<file path="src/rtl/mult_issue_if.sv">
// Decode-side handshake and multiply writeback signals of the multiply issue scheduler.
interface mult_issue_if;
  logic       kill_i;
  logic       dec_valid_i;
  logic       dec_is_mul_i;
  logic [4:0] dec_rd_i;
  logic       dec_rd_we_i;
  logic [4:0] dec_rs1_i;
  logic [4:0] dec_rs2_i;
  logic       dec_rs1_use_i;
  logic       dec_rs2_use_i;
  logic       stall_o;
  logic       mul_issue_o;
  logic       wb_mul_valid_o;
  logic [4:0] wb_mul_addr_o;
  logic       busy_o;
  logic [3:0] pending_cnt_o;

  modport master (
    output kill_i, dec_valid_i, dec_is_mul_i, dec_rd_i, dec_rd_we_i,
           dec_rs1_i, dec_rs2_i, dec_rs1_use_i, dec_rs2_use_i,
    input  stall_o, mul_issue_o, wb_mul_valid_o, wb_mul_addr_o, busy_o, pending_cnt_o
  );

  modport slave (
    input  kill_i, dec_valid_i, dec_is_mul_i, dec_rd_i, dec_rd_we_i,
           dec_rs1_i, dec_rs2_i, dec_rs1_use_i, dec_rs2_use_i,
    output stall_o, mul_issue_o, wb_mul_valid_o, wb_mul_addr_o, busy_o, pending_cnt_o
  );
endinterface

</file>
<file path="src/rtl/mult_issue_ctrl.sv">
// Multiply issue scheduler: tracks in-flight multiplies in a fixed-latency shift register
// and stalls decode on RAW/WAW hazards and register-file write-port conflicts.
module mult_issue_ctrl #(
  parameter int STAGES  = 5,
  parameter int ALU_LAT = 2
) (
  input logic        clk_i,
  input logic        rst_i,
  mult_issue_if.slave bus
);
  // Entry that reaches writeback in the same cycle as a newly issued non-multiply
  localparam int SI = STAGES - 1 - ALU_LAT;

  logic [STAGES-1:0] ent_v;
  logic [STAGES-1:0] ent_we;
  logic [4:0]        ent_rd [STAGES];

  logic       raw, waw, strc, stall;
  logic [3:0] cnt;

  always_comb begin
    raw = 1'b0;
    waw = 1'b0;
    for (int k = 0; k < STAGES; k++) begin
      if (ent_v[k] && ent_we[k] && (ent_rd[k] != 5'd0)) begin
        if ((bus.dec_rs1_use_i && (bus.dec_rs1_i != 5'd0) && (bus.dec_rs1_i == ent_rd[k])) ||
            (bus.dec_rs2_use_i && (bus.dec_rs2_i != 5'd0) && (bus.dec_rs2_i == ent_rd[k])))
          raw = 1'b1;
        if (bus.dec_rd_we_i && (bus.dec_rd_i != 5'd0) && (bus.dec_rd_i == ent_rd[k]))
          waw = 1'b1;
      end
    end
    strc  = ~bus.dec_is_mul_i & bus.dec_rd_we_i & ent_v[SI] & ent_we[SI];
    stall = bus.dec_valid_i & (raw | waw | strc);
  end

  always_comb begin
    cnt = 4'd0;
    for (int k = 0; k < STAGES; k++)
      cnt = cnt + {3'd0, ent_v[k]};
  end

  assign bus.stall_o        = stall;
  assign bus.mul_issue_o    = bus.dec_valid_i & bus.dec_is_mul_i & ~stall & ~bus.kill_i;
  assign bus.wb_mul_valid_o = ent_v[STAGES-1] & ent_we[STAGES-1];
  assign bus.wb_mul_addr_o  = ent_rd[STAGES-1];
  assign bus.busy_o         = |ent_v;
  assign bus.pending_cnt_o  = cnt;

  always_ff @(posedge clk_i) begin
    if (rst_i) begin
      ent_v  <= '0;
      ent_we <= '0;
      for (int k = 0; k < STAGES; k++) ent_rd[k] <= 5'd0;
    end else begin
      for (int k = 1; k < STAGES; k++) begin
        ent_v[k]  <= ent_v[k-1];
        ent_we[k] <= ent_we[k-1];
        ent_rd[k] <= ent_rd[k-1];
      end
      // Non-issuing cycles load a fully cleared entry so retired addresses read back as 0
      ent_v[0]  <= bus.mul_issue_o;
      ent_we[0] <= bus.mul_issue_o & bus.dec_rd_we_i;
      ent_rd[0] <= bus.mul_issue_o ? bus.dec_rd_i : 5'd0;
    end
  end
endmodule

</file>
<file path="src/flat_wrapper.sv">
// flat-port wrapper written by rule: the top's interface ports become plain ports
module mult_issue_ctrl_flat 
#(
  parameter int STAGES  = 5,
  parameter int ALU_LAT = 2
)
  (clk_i, rst_i, bus_kill_i, bus_dec_valid_i, bus_dec_is_mul_i, bus_dec_rd_i, bus_dec_rd_we_i, bus_dec_rs1_i, bus_dec_rs2_i, bus_dec_rs1_use_i, bus_dec_rs2_use_i, bus_stall_o, bus_mul_issue_o, bus_wb_mul_valid_o, bus_wb_mul_addr_o, bus_busy_o, bus_pending_cnt_o);
  mult_issue_if bus_i ();
  input logic clk_i;
  input logic rst_i;
  input wire logic [$bits(bus_i.kill_i)-1:0] bus_kill_i;
  input wire logic [$bits(bus_i.dec_valid_i)-1:0] bus_dec_valid_i;
  input wire logic [$bits(bus_i.dec_is_mul_i)-1:0] bus_dec_is_mul_i;
  input wire logic [$bits(bus_i.dec_rd_i)-1:0] bus_dec_rd_i;
  input wire logic [$bits(bus_i.dec_rd_we_i)-1:0] bus_dec_rd_we_i;
  input wire logic [$bits(bus_i.dec_rs1_i)-1:0] bus_dec_rs1_i;
  input wire logic [$bits(bus_i.dec_rs2_i)-1:0] bus_dec_rs2_i;
  input wire logic [$bits(bus_i.dec_rs1_use_i)-1:0] bus_dec_rs1_use_i;
  input wire logic [$bits(bus_i.dec_rs2_use_i)-1:0] bus_dec_rs2_use_i;
  output wire logic [$bits(bus_i.stall_o)-1:0] bus_stall_o;
  output wire logic [$bits(bus_i.mul_issue_o)-1:0] bus_mul_issue_o;
  output wire logic [$bits(bus_i.wb_mul_valid_o)-1:0] bus_wb_mul_valid_o;
  output wire logic [$bits(bus_i.wb_mul_addr_o)-1:0] bus_wb_mul_addr_o;
  output wire logic [$bits(bus_i.busy_o)-1:0] bus_busy_o;
  output wire logic [$bits(bus_i.pending_cnt_o)-1:0] bus_pending_cnt_o;
  assign bus_i.kill_i = bus_kill_i;
  assign bus_i.dec_valid_i = bus_dec_valid_i;
  assign bus_i.dec_is_mul_i = bus_dec_is_mul_i;
  assign bus_i.dec_rd_i = bus_dec_rd_i;
  assign bus_i.dec_rd_we_i = bus_dec_rd_we_i;
  assign bus_i.dec_rs1_i = bus_dec_rs1_i;
  assign bus_i.dec_rs2_i = bus_dec_rs2_i;
  assign bus_i.dec_rs1_use_i = bus_dec_rs1_use_i;
  assign bus_i.dec_rs2_use_i = bus_dec_rs2_use_i;
  assign bus_stall_o = bus_i.stall_o;
  assign bus_mul_issue_o = bus_i.mul_issue_o;
  assign bus_wb_mul_valid_o = bus_i.wb_mul_valid_o;
  assign bus_wb_mul_addr_o = bus_i.wb_mul_addr_o;
  assign bus_busy_o = bus_i.busy_o;
  assign bus_pending_cnt_o = bus_i.pending_cnt_o;
  mult_issue_ctrl #(.STAGES(STAGES), .ALU_LAT(ALU_LAT)) u_core (.clk_i(clk_i), .rst_i(rst_i), .bus(bus_i));
endmodule
</file>
<file path="config.mk">
export PLATFORM = sky130hd
export DESIGN_NAME = mult_issue_ctrl_flat
export DESIGN_NICKNAME = d
export VERILOG_FILES = /design/src/rtl/mult_issue_if.sv /design/src/rtl/mult_issue_ctrl.sv /design/src/flat_wrapper.sv
export SDC_FILE = /design/constraint.sdc
export NUM_CORES = 1
export LEC_CHECK = 0
export ABC_AREA = 1
export CORE_ASPECT_RATIO = 1.4
export CORE_MARGIN = 3
export CORE_UTILIZATION = 45
export DETAILED_ROUTE_END_ITERATION = 7
export PLACE_DENSITY = 0.67
export SETUP_SLACK_MARGIN = 0.05
export SYNTH_ARGS = -nofsm -noshare
export SYNTH_HDL_FRONTEND = slang
export SYNTH_SLANG_ARGS = --single-unit
</file>
<file path="constraint.sdc">
create_clock -name clk_i -period 5.56 [get_ports clk_i]
set_input_delay 1.112 -clock clk_i [delete_from_list [all_inputs] [get_ports clk_i]]
set_output_delay 1.112 -clock clk_i [all_outputs]
set_load 0.03 [all_outputs]
</file>
==> impl_metrics.ini, run 1 <==
[cells_and_area]
drive_gt1_share_pct = 10.9
design_area_um2 = 2970
final_nets = 421
n_antenna_cell = 0
area_delta_synth_final_pct = 8.72
fillers = 569

[clocking]
cts_resized = 0
hold_buffers = 0
cts_setup_buffers = 0
clock_path_buffers = 2
clk_latency_ps = 290
cts_buffers = 5
cts_sinks = 35
clk_pin_slew_ps = 70
cts_tree = done
h-tree-depth = 2
cts_root_buffer = clkbuf_8

[placement]
io_buffer_count = 34
place.gp.congestion = 1.03
placed_cell_area_um2 = 2880
place_hpwl_mm = 4.97

[synth]
synth_seq_area_share_pct = 25.7
yosys-top-cells-count = nand2_1, nor2_1, inv_1
synth_warnings = 0
synth_top_area_share_pct = 25.7
async_reset_ff_share_pct = 0
syn-instance-count = 382
synth.area.top_cells = dfxtp_1, xor2_1, nand2_1
yosys.area.top_type = dfxtp_1
netlist_area_um2 = 2730
ys_ff_latch = 35
avgSynthCellArea_um2 = 7.14
synthMostInstantiatedCell = nand2_1
synth_edf_count = 0
synth-main-ff-cell = dfxtp_1
synth_nets = 410
synth_cell_types = 28

[detailed_routing]
dr.pass1.iters = 4
final_antenna_net_count = 0
drt-vias-per-instance = 4.78
drc = 0
wl_per_cell_um = 13.3
vias = 2210
drt_wl_total_mm = 6.13
first_iter_violations = 76

[setup_path]
reg2reg_slack_ps = 3840
r2r_start = u_core.ent_rd[0][21]
ff2ff_path_depth = 9
worst-setup-path-type = in -> out
rr_endpoint = u_core.ent_rd[0][3]
path_max_fanout = 8
crit_path_start_kind = input pin
cp-end-kind = primary output
cp.arrival_ps = 3490
required_ps = 4450

[floorplan]
io-pin-count = 36
die_area_um2 = 7050
core-area_um2 = 5690
fp.dieW_um = 71.8
die_y_um = 98.1
num_rows = 32
initial_utilization_pct = 48.0

[hold_path]
hold_depth = 2
hp-class = reg -> reg
whs_endpoint = u_core.ent_we[1]
min-delay-start = u_core.ent_we[0]

[global_routing]
grt_pass1_vias = 2218
grt_max_degree = 36
track_usage_pct = 18.8
grt_pass1_wl_mm = 10.3
grt_overflow = 0
antenna_found_initial = 0

[timing]
setup_total_negative_slack_ps = 0
hold_viol_final = 0
rsz0062_at_grt = false
setup_viol = 0
finClkSkew_ps = 4.04
fin_crit_ps = 4600
report.final.slew_viol_count = 0
period_share_pct = 82.8
fmax_ghz = 0.217

[pwr]
cellPowerDensity_nw_per_um2 = 176
leakage_nw = 1.42
peakVddDrop_v = 0.000120

[run]
drv_cap = 0

[run_status]
status = complete, no violations
==> layer usage <==
layer / global-route usage [%] / part of all wire [%]
met5: 0 / 0
met4: 16.6 / 9.2
met3: 2.99 / 3.1
met2: 30.6 / 48
met1: 20.6 / 40
==> power by group <==
part	internal (W)	switching [W]	leakage, nW
registers	0.000253	0.00000292	0.282
clock network	0.0000878	0.0000885	0.0422
logic	0.0000396	0.0000513	1.10
total	0.000380	0.000143	1.42
==> cell families after synthesis <==
logic type | count (synthesis) | synth area share [%]
other | 1 | 0.137
AOI/OAI and AO/OA | 6 | 1.93
adders and majority gates | 5 | 2.84
and+or+nand+nor | 181 | 30.8
buffers and inverters | 91 | 18.4
xor gates and xnor gates | 63 | 20.2
DFF | 35 | 25.7
==> worst max-delay path, cell delays in order <==
cell	delay, ps
clkdlybuf4s50_1	670
inv_1	100
nand2_1	70
nand2_1	50
nand2_1	100
nor2_1	50
nand3_1	60
nand2_1	70
nand2_1	70
nand2_2	70
nor2_4	110
nand4_4	180
inv_1	100
clkdlybuf4s50_1	670
==> flip-flops by register name, summed over array words and instances, names as in the netlist <==
signal / count
u_core.ent_v: 5
u_core.ent_we: 5
u_core.ent_rd: 25
==> worst max path at each step <==
| stage | start | end | slack [ps] | cells past startpoint |
|---|---|---|---|---|
| after floorplan | bus_dec_rs1_i[2] | bus_mul_issue_o | 2200 | 12 |
| after global routing | bus_dec_rs2_i[4] | bus_mul_issue_o | 810 | 13 |
| after CTS | bus_dec_rs2_i[0] | bus_mul_issue_o | 940 | 14 |
| final | bus_dec_rs2_i[0] | bus_mul_issue_o | 960 | 14 |
| after detailed placement | bus_dec_rs2_i[0] | bus_mul_issue_o | 960 | 14 |
| after global placement | bus_dec_rs1_i[3] | bus_mul_issue_o | 950 | 13 |
==> layout make-up <==
class                   instances  area, um2  share of cell area, %
multi-input cells             256       1530                   51.4
clock buffers                   7       76.3                   2.57
repair buffers                 35        348                   11.7
well taps                      68       85.1                   2.87
flip-flops and latches         35        701                   23.6
clock inverters                 1       5.00                  0.169
inverters                      60        225                   7.59
==> metrics by stage <==
step,cells,worst slack [ps],hold slack (ps),util (%),total power (W)
final,462,958,420,52.2,0.000523
after global placement,454,950,415,50.7,0.000352
after CTS,462,944,425,52.2,0.000528
after global routing,462,808,443,52.2,0.000548
after floorplan,382,2200,403,-,0.000334
after detailed placement,454,962,416,50.7,0.000352
==> placed cells by master, fill, tap and decap left out, drive strengths merged, types with 2 or more instances in the layout <==
cell and count:
nor2 71, nor3 6, a21oi 2, xor2 41, xnor2 22, dfxtp 35, o21bai 3, nand3 22
clkdlybuf4s50 34, nand4 4, nand2 78, ha 3, fa 2, clkbuf 7, inv 60
Power figures use the tool's default switching activity.
==> run 2, diff against run 1 <==
==> constraint.sdc (replaced) <==
create_clock -name clk_i -period 4.7 [get_ports clk_i]
set_input_delay 0.94 -clock clk_i [delete_from_list [all_inputs] [get_ports clk_i]]
set_output_delay 0.94 -clock clk_i [all_outputs]
set_load 0.03 [all_outputs]
==> run 2 against run 1 <==
Net effect:
- sequential share of layout area fell by 0.23 points
- clock-buffer cell count fell by 1
- largest power group unchanged
- sequential power increased by 18%
- register-to-register slack worse by 880 ps
- die area is the same
- critical endpoint is now bus_stall_o
- cell area is 0.97% higher
- critical path depth fell by 1
- worst setup slack worse by 430 ps
==> impl_metrics.ini, run 2 (synthesis gave the netlist of run 1 again) <==
[detailed_routing]
top_layer = met4
vias = 2201
drc = 0
first_iter_violations = 81
met2_length_mm = 3.15
met3_length_um = 180
wl_per_cell_um = 13.6
drt_wl_total_mm = 6.30
drt-met1-wl_mm = 2.59
dr.pass1.iters = 4
final_antenna_net_count = 0
drt-vias-per-instance = 4.76

[floorplan]
core-area_um2 = 5690
io-pin-count = 36
initial_utilization_pct = 48.0
num_rows = 32
die_area_um2 = 7050
fp.dieW_um = 71.8
die_y_um = 98.1

[timing]
finClkSkew_ps = 9.78
report.final.slew_viol_count = 0
fmax_ghz = 0.240
period_share_pct = 88.7
setup_viol = 0
setup_total_negative_slack_ps = 0
timing.hold.ws_ps = 421
hold_viol_final = 0
rsz0062_at_grt = false
fin_crit_ps = 4170

[clocking]
h-tree-depth = 2
clk_latency_ps = 280
cts_resized = 0
cts_tree = done
clk_pin_slew_ps = 60
cts_root_buffer = clkbuf_8
cts_buffers = 5
clock_path_buffers = 2
cts_setup_buffers = 0
hold_buffers = 0
cts_sinks = 35

[setup_path]
crit_path_start_kind = input pin
cp-end-kind = primary output
r2r_start = u_core.ent_rd[0][21]
path_max_fanout = 6
worst-setup-path-type = in -> out
reg2reg_slack_ps = 2960
required_ps = 3760
startpoint = bus_dec_rs2_i[1]
cp.arrival_ps = 3230

[placement]
placed_cell_area_um2 = 2890
place.gp.congestion = 0.997
place_hpwl_mm = 5.07
io_buffer_count = 34

[pwr]
internal-power_w = 0.000502
netSwitchingPower_w = 0.000164
comb_power_share_pct = 16.3
cellPowerDensity_nw_per_um2 = 222
leakage_nw = 1.43
p_sw_share_pct = 24.7
p_clk_share_pct = 38.2
seq_power_share_pct = 45.4
peakVddDrop_v = 0.000169

[cells_and_area]
drive_gt1_share_pct = 11.2
regMostFlops = u_core.ent_rd
design_area_um2 = 2990
reg.largest.list = u_core.ent_rd x25, u_core.ent_v x5, u_core.ent_we x5
final_nets = 422
layout_commonest_cell = nand2_1
n_antenna_cell = 0
fillers = 602
final_cell_mix = nand2_1, nor2_1, inv_1, xor2_1, dfxtp_1
largest_register_ffs = 25
area_delta_synth_final_pct = 9.77

[global_routing]
grt_pass1_vias = 2172
grt_overflow = 0
grt_pass1_wl_mm = 10.5
antenna_found_initial = 0
grt_max_degree = 36
track_usage_pct = 19.2

[run_status]
status = complete, no violations

[run]
drv_cap = 0

[hold_path]
min-delay-start = u_core.ent_we[3]
hp-class = reg -> reg
==> run 2: cell count changes in the layout (fill, tap and decap cells not counted) <==
cell	before	now
clkinv_2	1	0
buf_4	1	2
bufinv_16	0	1
clkbuf_1	2	1
==> run 2: worst max-delay path, stage by stage <==
cell and delay, ps:
clkdlybuf4s50_1 690, xnor2_1 160, nand2_1 110, nor2_1 110, nand3_1 80, nand2_1 100, nand2_1 70, nand2_2 100
nor2_4 50, nand3_1 60, nand2_1 50, inv_1 50, clkdlybuf4s50_1 660
==> run 2: layout make-up <==
type                       instances  area (um2)  area share (%)
clock buffer                       6        72.6            2.42
clock inverter                     1        30.0            1.00
inverter                          60         225            7.52
multi-input combinational        256        1530            50.9
sequential                        35         701            23.4
tap                               68        85.1            2.84
timing repair buffer              36         355            11.9
==> run 2: final timing paths <==
path         depth (start not counted)             endpoint
max                                 13          bus_stall_o
min                                  2     u_core.ent_we[4]
max reg2reg                         10  u_core.ent_rd[0][1]
min reg2reg                          2     u_core.ent_we[4]
==> run 2: power groups by stage <==
stage                     clock (W)  sequential, W  combinational (W)
after floorplan                   0       0.000308          0.0000869
after global placement            0       0.000309           0.000108
after detailed placement          0       0.000309           0.000109
after CTS                  0.000264       0.000302           0.000109
after global routing       0.000276       0.000303           0.000119
final                      0.000255       0.000303           0.000109
==> run 2: layer usage <==
| layer | GRT usage [%] | vias to the layer above |
|---|---|---|
| met5 | 0 | - |
| met3 | 2.68 | 22 |
| li1 | - | 1132 |
| met4 | 11.7 | 0 |
| met1 | 22.2 | 993 |
| met2 | 32.6 | 54 |
==> run 2: stage by stage <==
step / cells / power [W] / utilization [%] / worst slack (ps)
after global routing: 462 / 0.000698 / 52.7 / 380
after detailed placement: 455 / 0.000418 / 50.9 / 539
after global placement: 455 / 0.000417 / 50.9 / 539
final: 462 / 0.000666 / 52.7 / 533
after floorplan: 382 / 0.000395 / - / 1680
after CTS: 462 / 0.000676 / 52.7 / 521
